**config.mk**
```make
export PLATFORM = sky130hd
export DESIGN_NAME = fifo_umbral
export DESIGN_NICKNAME = d
export VERILOG_FILES = /design/src/rtl/fifo_umbral_pkg.sv /design/src/rtl/fifo_umbral_mem_fifo.sv /design/src/rtl/fifo_umbral.sv
export SDC_FILE = /design/constraint.sdc
export NUM_CORES = 1
export LEC_CHECK = 0
export CAP_MARGIN = 20
export CORE_ASPECT_RATIO = 1.4
export CORE_UTILIZATION = 55
export DETAILED_ROUTE_END_ITERATION = 10
export HOLD_SLACK_MARGIN = 0.15
export MAX_ROUTING_LAYER = met4
export PLACE_DENSITY_LB_ADDON = 0.2
export SETUP_SLACK_MARGIN = 0.3
export SLEW_MARGIN = 20
export SYNTH_ARGS = -nofsm -noshare
export SYNTH_HDL_FRONTEND = slang
export SYNTH_SLANG_ARGS = --single-unit
export TNS_END_PERCENT = 5
```
**constraint.sdc**
```tcl
create_clock -name clk -period 3.3 [get_ports clk]
set_input_delay 0.66 -clock clk [delete_from_list [all_inputs] [get_ports clk]]
set_output_delay 0.66 -clock clk [all_outputs]
set_load 0.02 [all_outputs]
```
**src/rtl/fifo_umbral_pkg.sv**
```systemverilog
// Shared defaults for the threshold FIFO and the control FSM that consumes
// its empty/error flags.
package fifo_umbral_pkg;
  localparam int DATA_WIDTH_DEF = 6;
  localparam int ADDR_WIDTH_DEF = 3;
  localparam logic [7:0] UMBRAL_RST = 8'h71;

  typedef struct packed {
    logic [3:0] high;
    logic [3:0] low;
  } umbral_t;
endpackage

```
**src/rtl/fifo_umbral_mem_fifo.sv**
```systemverilog
// Register-file storage for fifo_umbral: synchronous write, registered read port.
module mem_fifo #(
  parameter int DATA_WIDTH = 6,
  parameter int ADDR_WIDTH = 3
) (
  input  logic                  clk,
  input  logic                  reset,
  input  logic                  we,
  input  logic [ADDR_WIDTH-1:0] waddr,
  input  logic [DATA_WIDTH-1:0] wdata,
  input  logic                  re,
  input  logic [ADDR_WIDTH-1:0] raddr,
  output logic [DATA_WIDTH-1:0] rdata
);
  logic [DATA_WIDTH-1:0] mem [2**ADDR_WIDTH];

  always_ff @(posedge clk)
    if (we) mem[waddr] <= wdata;

  // Read-before-write on a shared address: a full push+pop returns the old word.
  always_ff @(posedge clk or negedge reset)
    if (!reset)  rdata <= '0;
    else if (re) rdata <= mem[raddr];
endmodule

```
**src/rtl/fifo_umbral.sv**
```systemverilog
// Synchronous FIFO with programmable almost-empty/almost-full thresholds
// and a sticky overflow/underflow error flag.
module fifo_umbral
  import fifo_umbral_pkg::*;
#(
  parameter int DATA_WIDTH = DATA_WIDTH_DEF,
  parameter int ADDR_WIDTH = ADDR_WIDTH_DEF
) (
  input  logic                  clk,
  input  logic                  reset,
  input  logic                  init,
  input  logic [7:0]            umbral,
  input  logic                  push,
  input  logic                  pop,
  input  logic [DATA_WIDTH-1:0] data_in,
  output logic [DATA_WIDTH-1:0] data_out,
  output logic                  data_valid,
  output logic [ADDR_WIDTH:0]   count,
  output logic                  fifo_empty,
  output logic                  fifo_full,
  output logic                  almost_empty,
  output logic                  almost_full,
  output logic                  fifo_error
);
  localparam logic [ADDR_WIDTH:0] DEPTH = (ADDR_WIDTH+1)'(2**ADDR_WIDTH);

  logic [ADDR_WIDTH-1:0] wr_ptr, rd_ptr;
  umbral_t               thr;
  logic                  push_ok, pop_ok;

  assign pop_ok  = pop && (count != '0);
  // A pop in the same cycle frees the slot, so a full FIFO still takes the push.
  assign push_ok = push && ((count != DEPTH) || pop_ok);

  mem_fifo #(.DATA_WIDTH(DATA_WIDTH), .ADDR_WIDTH(ADDR_WIDTH)) u_mem (
    .clk   (clk),
    .reset (reset),
    .we    (push_ok && reset),
    .waddr (wr_ptr),
    .wdata (data_in),
    .re    (pop_ok),
    .raddr (rd_ptr),
    .rdata (data_out)
  );

  always_ff @(posedge clk or negedge reset) begin
    if (!reset) begin
      wr_ptr     <= '0;
      rd_ptr     <= '0;
      count      <= '0;
      data_valid <= 1'b0;
      fifo_error <= 1'b0;
      thr        <= umbral_t'(UMBRAL_RST);
    end else begin
      if (push_ok) wr_ptr <= wr_ptr + 1'b1;
      if (pop_ok)  rd_ptr <= rd_ptr + 1'b1;
      case ({push_ok, pop_ok})
        2'b10:   count <= count + 1'b1;
        2'b01:   count <= count - 1'b1;
        default: count <= count;
      endcase
      data_valid <= pop_ok;
      if ((push && !push_ok) || (pop && !pop_ok)) fifo_error <= 1'b1;
      if (init) thr <= umbral_t'(umbral);
    end
  end

  assign fifo_empty   = (count == '0);
  assign fifo_full    = (count == DEPTH);
  assign almost_empty = int'(count) <= int'(thr.low);
  assign almost_full  = int'(count) >= int'(thr.high);
endmodule

```
==> results.ini <==
[cts]
path_clk_slew_ns=0.08
cts-root-buf=clkbuf_8
cts_hold_buf=0
tritoncts=built
post_cts_buffers=0
clock_latency_ns=0.34
h-tree-depth=3
cts_buffer_depth=2
cts_sinks=74
numCtsBuffers=9

[sta]
slew_headroom=0.592
setup_ws_ns=0.499
drv_slew=0
hold_violations=0
tightest_slew_ns=0.609
worst_clock_skew_ns=0.00751
finalSetupTns_ns=0
setup_violations=0
max_freq_ghz=0.357
rsz0062_at_grt=true
finalWorstPathRequiredPeriod_ns=2.80
period_share=0.849

[detailed_routing]
ant_nets=0
dr_total_vias=1951
routed-wl-met2_mm=3.44
drc=0
vias_per_cell=5.50
avgRoutedWirePerCell_um=17.1
wl_met1_mm=2.36
wl_met3_um=181
drt-initial-drc-count=126
drt_wl_total_mm=6.07
topRoutingLayerUsed=met4
first_pass_iters=4

[place]
place_ws_ns=0.429
place_congestion=0.763
place.port_buffers=34
dpl_cell_area_um2=3740
hpwl_mm=4.37

[layout]
multi_input_area_um2=1090
nNetsFinal=312
antenna_cells=0
filler_cell_count=437
drive_above_1_share=0.182
post-route-util=0.674
seq_area_um2=2100
area_growth_pct=19.1
fin_area_um2=3920

[grt]
track_usage=0.230
grt_pass1_wl_mm=9.82
grt_pass1_vias=2017
grt.overflow.total=0
grt_max_degree=30
antenna_found_initial=0

[worst_setup_path]
worstPathArrival_ns=3.07
rr_startpoint=count[1]
rr_worst_depth=10
critPathKind=reg -> reg
critPathCaptureType=flip-flop
rrSetupSlack_ns=0.50
cp_max_fo=15
cp.required_ns=3.57
r2r_end=count[3]
startpoint_type=flip-flop

[job]
cap_violations=0

[synthesis]
synthDistinctLibCells=39
syn_inst=232
synth_ff_type=edfxtp_1
syn-num-nets=264
async_flop_share=0.351
ys_warn_count=0
ys_seq_elements=74
syn_area_um2=3290
ys_seq_area_frac=0.637
avgSynthCellArea_um2=14.2
synth_edf_count=48

[floorplan]
io-pin-count=35
die_h_um=93.6
dieArea_um2=6310
die_w_um=67.4
start_util=0.566
core_area_um2=5820
rows=33

[min_path]
worstHoldStart=u_mem.rdata[4]
hold_path.class=reg -> reg
hold_path_depth=2
min_to=u_mem.rdata[4]

[outcome]
status=finished clean

[power]
p_leak_nw=1.54
ir_worst_vdd_v=0.000595
p_per_area_nw_per_um2=826
power_w=0.00324

-- cell type report --
class                      count  area share
sequential                    74       0.535
clock buffer                  10      0.0325
tap                           70      0.0223
inverter                      12      0.0115
multi-input combinational    139       0.278
timing repair buffer          44       0.106
clock inverter                 6      0.0147
-- registers in the layout (all words and copies together) (netlist names) --
| signal | flops |
|---|---|
| count | 4 |
| data_valid | 1 |
| fifo_error | 1 |
| rd_ptr | 3 |
| thr | 8 |
| u_mem.mem | 48 |
| u_mem.rdata | 6 |
| wr_ptr | 3 |
-- synthesized netlist by cell type, drive strengths merged, types with 2 or more instances --
master | n | area, um^2
buf | 6 | 57.5
o21a | 3 | 30.0
nand2 | 23 | 86.3
inv | 12 | 45.0
ha | 12 | 150
nand3 | 4 | 20.0
nor3 | 4 | 20.0
o22ai | 7 | 50.1
dfrtp | 22 | 551
nand2b | 4 | 25.0
a21oi | 2 | 10.0
a21o | 3 | 22.5
nor2 | 8 | 30.0
xnor2 | 5 | 43.8
mux2i | 13 | 130
nor2b | 2 | 12.5
or3 | 2 | 12.5
mux2 | 18 | 210
o21ai | 14 | 81.3
a221o | 6 | 60.1
dfstp | 4 | 105
edfxtp | 48 | 1440
xor2 | 2 | 17.5
-- worst max-delay path, cell delays in order (launching register included) --
cell and delay [ns]:
dfrtp_1 0.45, or3_1 0.45, o21ai_4 0.34, inv_1 0.15, nand2_1 0.13, inv_1 0.07
ha_1 0.29, or2_2 0.29, a21oi_1 0.16, mux2_2 0.34, nand3_1 0.06
-- worst max path at each step --
| stage | from | cells past startpoint | end |
|---|---|---|---|
| after floorplan | count[1] | 11 | count[3] |
| after global placement | pop | 10 | count[3] |
| after detailed placement | pop | 10 | count[3] |
| after CTS | count[0] | 7 | almost_full |
| after global routing | count[1] | 10 | count[3] |
| final | count[1] | 10 | count[3] |
-- layer usage --
| layer | global-route usage | vias up |
|---|---|---|
| li1 | - | 945 |
| met1 | 0.252 | 962 |
| met5 | - | - |
| met3 | 0.0427 | 8 |
| met4 | 0.0904 | 0 |
| met2 | 0.400 | 36 |
-- placed cells by master (no fill, tap or decap), drive strengths merged, types with 2 or more instances in the layout --
master	netlist	routed
clkbuf	1	10
dfrtp	22	22
o21a	3	3
a21oi	2	2
ha	12	12
nand3	4	4
a221o	6	6
xnor2	5	5
clkinv	0	3
nor3	4	4
o22ai	7	7
buf	6	10
or3	2	2
nand2b	4	4
mux2i	13	13
a21o	3	3
inv	12	12
mux2	18	18
nor2b	2	2
clkinvlp	0	2
nand2	23	23
nor2	8	8
xor2	2	2
clkdlybuf4s50	0	32
dfstp	4	4
o21ai	14	14
edfxtp	48	48
-- metrics by stage --
stage | hold slack [ns] | std cells
after floorplan | 0.364 | 232
after detailed placement | 0.477 | 339
final | 0.487 | 355
after global routing | 0.505 | 355
after CTS | 0.493 | 355
after global placement | 0.466 | 339
-- report_power, final --
part           switching [W]  leakage [nW]  internal, W  total (W)
Sequential          0.000136         0.735      0.00116    0.00130
Clock               0.000323        0.0874     0.000343   0.000667
Combinational       0.000654         0.718     0.000625    0.00128
Total                0.00111          1.54      0.00213    0.00324
-- cell families (layout without fill, tap and decap cells) --
kind of cell	count (synthesis)	count (layout)	synth area share
multiplexers	31	31	0.103
AO/OA/AOI/OAI	38	38	0.0885
XOR/XNOR	7	7	0.0186
AND/OR/NAND/NOR	50	50	0.0691
flip-flops	74	74	0.637
adder cells (fa/ha/maj)	13	13	0.0517
buffers and inverters	19	72	0.0323
-- repair_timing --
| action | CTS | global route |
|---|---|---|
| pin swaps | 0 | 0 |
| resized for setup | 2 | 1 |
| setup endpoints to repair | 2 | 2 |
Power figures use the tool's default switching activity.
==> variant 1 (config.mk and constraints unchanged) <==
Set the package constant `DATA_WIDTH_DEF` to 8 (it was 6).
--- a/src/rtl/fifo_umbral_pkg.sv
+++ b/src/rtl/fifo_umbral_pkg.sv
@@ -1,7 +1,7 @@
 // Shared defaults for the threshold FIFO and the control FSM that consumes
 // its empty/error flags.
 package fifo_umbral_pkg;
-  localparam int DATA_WIDTH_DEF = 6;
+  localparam int DATA_WIDTH_DEF = 8;
   localparam int ADDR_WIDTH_DEF = 3;
   localparam logic [7:0] UMBRAL_RST = 8'h71;
 
Ports: changed (resized data_in and data_out); port bits go from 35 to 39. No check against the original RTL was run, so the function may have changed too.
==> variant 1 against the unedited design <==
Hold slack lost 0.0050 ns; design area grew 21%; count of clock-buffer cells in the layout grew 1; highest routed layer unchanged; total power grew 19%; via count grew 15%; routed wire length grew 13%; critical path type is now flip-flop to primary output; critical endpoint is now fifo_full; non-clock buffer count grew 7; register-to-register slack gained 0.04 ns; worst setup slack lost 0.065 ns; sequential cell count grew 18; clock skew grew 0.0051 ns; area after synthesis grew 21%; clock power grew 29%.
==> variant 1: results (changes against the unedited design) <==
- Multi-In Gates: 155 (was 139)
- Sequential share of cell area: 0.556 (was 0.535)
- Int Pwr: 2630 uW (was 2130 uW)
- Clkbuf count: 11 (was 10)
- Area share of fa/ha/maj cells after synthesis: 0.0427 (was 0.0517)
- Final instance area: 4730 sq um (was 3920 sq um)
- Clk sinks: 92 (was 74)
- WL per Instance: 16.4 um (was 17.1 um)
- Arrival time at the worst endpoint: 2.21 ns (was 3.07 ns)
- Worst vdd ir: 0.418 mV (was 0.595 mV)
- First-pass GRT wire length: 11.0 mm (was 9.82 mm)
- DRT iter0 DRCs: 129 (was 126)
- Combinational power: 1420 uW (was 1280 uW)
- Port bufs: 38 (was 34)
- Fraction of area in multi-input gates: 0.259 (was 0.278)
- Non-Filler Instances: 421 (was 355)
- Worst Skew: 0.0126 ns (was 0.00751 ns)
- Comb power frac: 0.368 (was 0.395)
- Multiplexer share of the synthesized area: 0.107 (was 0.103)
- Status: finished, final reports clean (unchanged)
- GRT Resource Usage Total: 0.214 (was 0.230)
- Share of layout cells above drive strength 1: 0.187 (was 0.182)
- Top post-synthesis cells by count: edfxtp_1 (64), nand2_1 (25), dfrtp_1 (24) (was edfxtp_1 (48), nand2_1 (23), dfrtp_1 (22))
- Relative slew slack: 0.500 (was 0.592)
- Ranking of synthesized cells by area: edfxtp_1 (48%), dfrtp_1 (15%), mux2_2 (5.7%), mux2i_1 (4.3%), ha_1 (3.8%) (was edfxtp_1 (44%), dfrtp_1 (17%), mux2_2 (5.5%), ha_1 (4.6%), mux2i_1 (3.9%))
- Mapped Nets: 305 (was 264)
- Synth Instances: 271 (was 232)
- EDFF count, synth: 64 (was 48)
- Buffers excl. clock: 51 (was 44)
variant 1: layer usage:
| metal | up-vias | track usage | wire, um |
|---|---|---|---|
| li1 | 1097 | - | - |
| met1 | 1095 | 0.257 | 2890 |
| met2 | 46 | 0.353 | 3630 |
| met3 | 9 | 0.0381 | 255 |
| met4 | 0 | 0.0932 | 120 |
| met5 | - | - | 0 |
variant 1: worst paths after layout:
check | cells past startpoint | slack [ns] | to
max in group asynchronous | 2 | 2.20 | thr[4]$_DFFE_PN1P_
worst min register to register | 1 | 0.48 | fifo_error$_DFFE_PN0P_
worst max-delay path | 3 | 0.43 | fifo_full
worst max register to register | 10 | 0.54 | count[3]$_DFFE_PN0P_
min in group asynchronous | 2 | 0.78 | fifo_error$_DFFE_PN0P_
worst min-delay path | 1 | 0.48 | fifo_error$_DFFE_PN0P_
variant 1: worst max-delay path, delay by kind of cell (launching register included):
kind                   cells  cell delay (ns)
buffers and inverters      1             0.62
flip-flops                 1             0.46
AND/OR/NAND/NOR            2             0.78
==> variant 2 (same flow settings) <==
Made on the original files. Put one more register stage on the output `fifo_error`, with the module's reset. The value now appears one clock later. The other outputs are not delayed to match.
--- a/src/rtl/fifo_umbral.sv
+++ b/src/rtl/fifo_umbral.sv
@@ -24,6 +24,8 @@
 );
   localparam logic [ADDR_WIDTH:0] DEPTH = (ADDR_WIDTH+1)'(2**ADDR_WIDTH);
 
+  logic fifo_error_s0;
+
   logic [ADDR_WIDTH-1:0] wr_ptr, rd_ptr;
   umbral_t               thr;
   logic                  push_ok, pop_ok;
@@ -49,7 +51,7 @@
       rd_ptr     <= '0;
       count      <= '0;
       data_valid <= 1'b0;
-      fifo_error <= 1'b0;
+      fifo_error_s0 <= 1'b0;
       thr        <= umbral_t'(UMBRAL_RST);
     end else begin
       if (push_ok) wr_ptr <= wr_ptr + 1'b1;
@@ -60,7 +62,7 @@
         default: count <= count;
       endcase
       data_valid <= pop_ok;
-      if ((push && !push_ok) || (pop && !pop_ok)) fifo_error <= 1'b1;
+      if ((push && !push_ok) || (pop && !pop_ok)) fifo_error_s0 <= 1'b1;
       if (init) thr <= umbral_t'(umbral);
     end
   end
@@ -69,5 +71,13 @@
   assign fifo_full    = (count == DEPTH);
   assign almost_empty = int'(count) <= int'(thr.low);
   assign almost_full  = int'(count) >= int'(thr.high);
+  always_ff @(posedge clk or negedge reset) begin
+    if (!reset) begin
+      fifo_error <= '0;
+    end else begin
+      fifo_error <= fifo_error_s0;
+    end
+  end
+
 endmodule
 
Formal check against the unedited RTL: not equivalent (Yosys sat finds a counterexample within 4 cycles, from zero or initial values and one cycle with reset low).
==> variant 2 against the unedited design <==
Worst setup slack worse by 0.21 ns; largest cell class unchanged; routed wire length is 1.8% higher; non-clock buffer count up 3; sequential cell count rose by 1; utilization unchanged; critical path type is now flip-flop to primary output; via count is 0.46% higher; total power decreased by 2.7%; sequential share of layout area increased by 0.67 points; design area did not move; area after synthesis increased by 0.42%; largest power group unchanged; critical endpoint is now almost_full; clock power shrank 14%.
==> variant 2: results (changes against the unedited design) <==
- Status: finished, final reports clean (unchanged)
- Register area share after synthesis: 0.641 (was 0.637)
- Worst vdd ir: 0.499 mV (was 0.595 mV)
- Total Power Consumption: 3150 uW (was 3240 uW)
- Arrival time at the worst endpoint: 2.35 ns (was 3.07 ns)
- Comb power frac: 0.406 (was 0.395)
- Top post-synthesis cells by count: edfxtp_1 (48), nand2_1 (29), dfrtp_1 (23) (was edfxtp_1 (48), nand2_1 (23), dfrtp_1 (22))
- Pin count of the biggest net entering global routing: 27 (was 30)
- WL per Instance: 17.0 um (was 17.1 um)
- Flop-to-flop setup slack: 0.73 ns (was 0.50 ns)
- Share of layout cells above drive strength 1: 0.173 (was 0.182)
- Hold endpoint: fifo_error$_DFF_PN0_ (was u_mem.rdata[4]$_DFFE_PN0P_)
- Reg2reg path depth: 8 (was 10)
- GRT Resource Usage Total: 0.224 (was 0.230)
- Worst Skew: 0.00926 ns (was 0.00751 ns)
- Vias: 1,960 (was 1,951)
- Final hold slack: 0.391 ns (was 0.487 ns)
- Ranking of synthesized cells by area: edfxtp_1 (44%), dfrtp_1 (17%), ha_1 (4.9%), mux2_2 (4.8%), mux2i_1 (3.6%) (was edfxtp_1 (44%), dfrtp_1 (17%), mux2_2 (5.5%), ha_1 (4.6%), mux2i_1 (3.9%))
- DPL Wire Length: 4.31 mm (was 4.37 mm)
- Crit path capture: almost_full (was count[3]$_DFFE_PN0P_)
- Synth Instances: 237 (was 232)
- RD Place Congestion: 0.732 (was 0.763)
- CP max FO: 6 (was 15)
- P_sw: 1130 uW (was 1110 uW)
- Worst hold path depth: 0 (was 2)
- Vias in the first global route: 1,939 (was 2,017)
- Nets@finish: 322 (was 312)
- Placement Cell Area: 3760 sq um (was 3740 sq um)
- Detailed Route WL: 6.18 mm (was 6.07 mm)
- First-pass GRT wire length: 9.56 mm (was 9.82 mm)
- # fillers: 438 (was 437)
- Leak pwr: 0.00153 uW (was 0.00154 uW)
- Ys async rst share: 0.360 (was 0.351)
-- variant 2: changes by cell type after synthesis, moves of 3 or more --
cell and delta:
nand3_1 -3, nand2_1 +6, o21ai_0 +3, o21ai_2 +3
-- variant 2: worst max-delay path: stages (launching register included) --
cell and delay [ns]:
dfrtp_2 0.45, inv_1 0.15, ha_1 0.25, nand2b_1 0.13, a21o_1 0.17, a21o_1 0.17
a21o_1 0.16, clkdlybuf4s50_1 0.53
-- variant 2: layer usage --
| layer | share of wire | global-route usage | up-vias |
|---|---|---|---|
| li1 | - | - | 971 |
| met1 | 0.38 | 0.246 | 929 |
| met2 | 0.56 | 0.392 | 52 |
| met5 | 0 | - | - |
| met4 | 0.014 | 0.0745 | 0 |
| met3 | 0.045 | 0.0473 | 8 |
-- variant 2: cell type report --
cell class / instances / area [sq um] / share of cell area
flip-flops and latches: 75 / 2120 / 0.541
clock inverters: 7 / 35.0 / 0.00893
clock buffers: 9 / 124 / 0.0316
repair buffers: 47 / 437 / 0.111
multi-input cells: 143 / 1070 / 0.272
well taps: 70 / 87.6 / 0.0223
inverters: 13 / 48.8 / 0.0124
-- variant 2: what timing repair did --
item	4_1_cts	5_1_grt
buffers inserted	0	1
endpoints found under the setup margin	2	2
resized for setup	1	1
pin swaps	0	1
-- variant 2: cell families after synthesis --
family | count (synthesis) | synth area share
multiplexers | 26 | 0.0840
flip-flops | 75 | 0.641
XOR/XNOR | 5 | 0.0132
AO/OA/AOI/OAI | 40 | 0.0862
AND/OR/NAND/NOR | 58 | 0.0840
buffers and inverters | 19 | 0.0359
adder cells (fa/ha/maj) | 14 | 0.0552
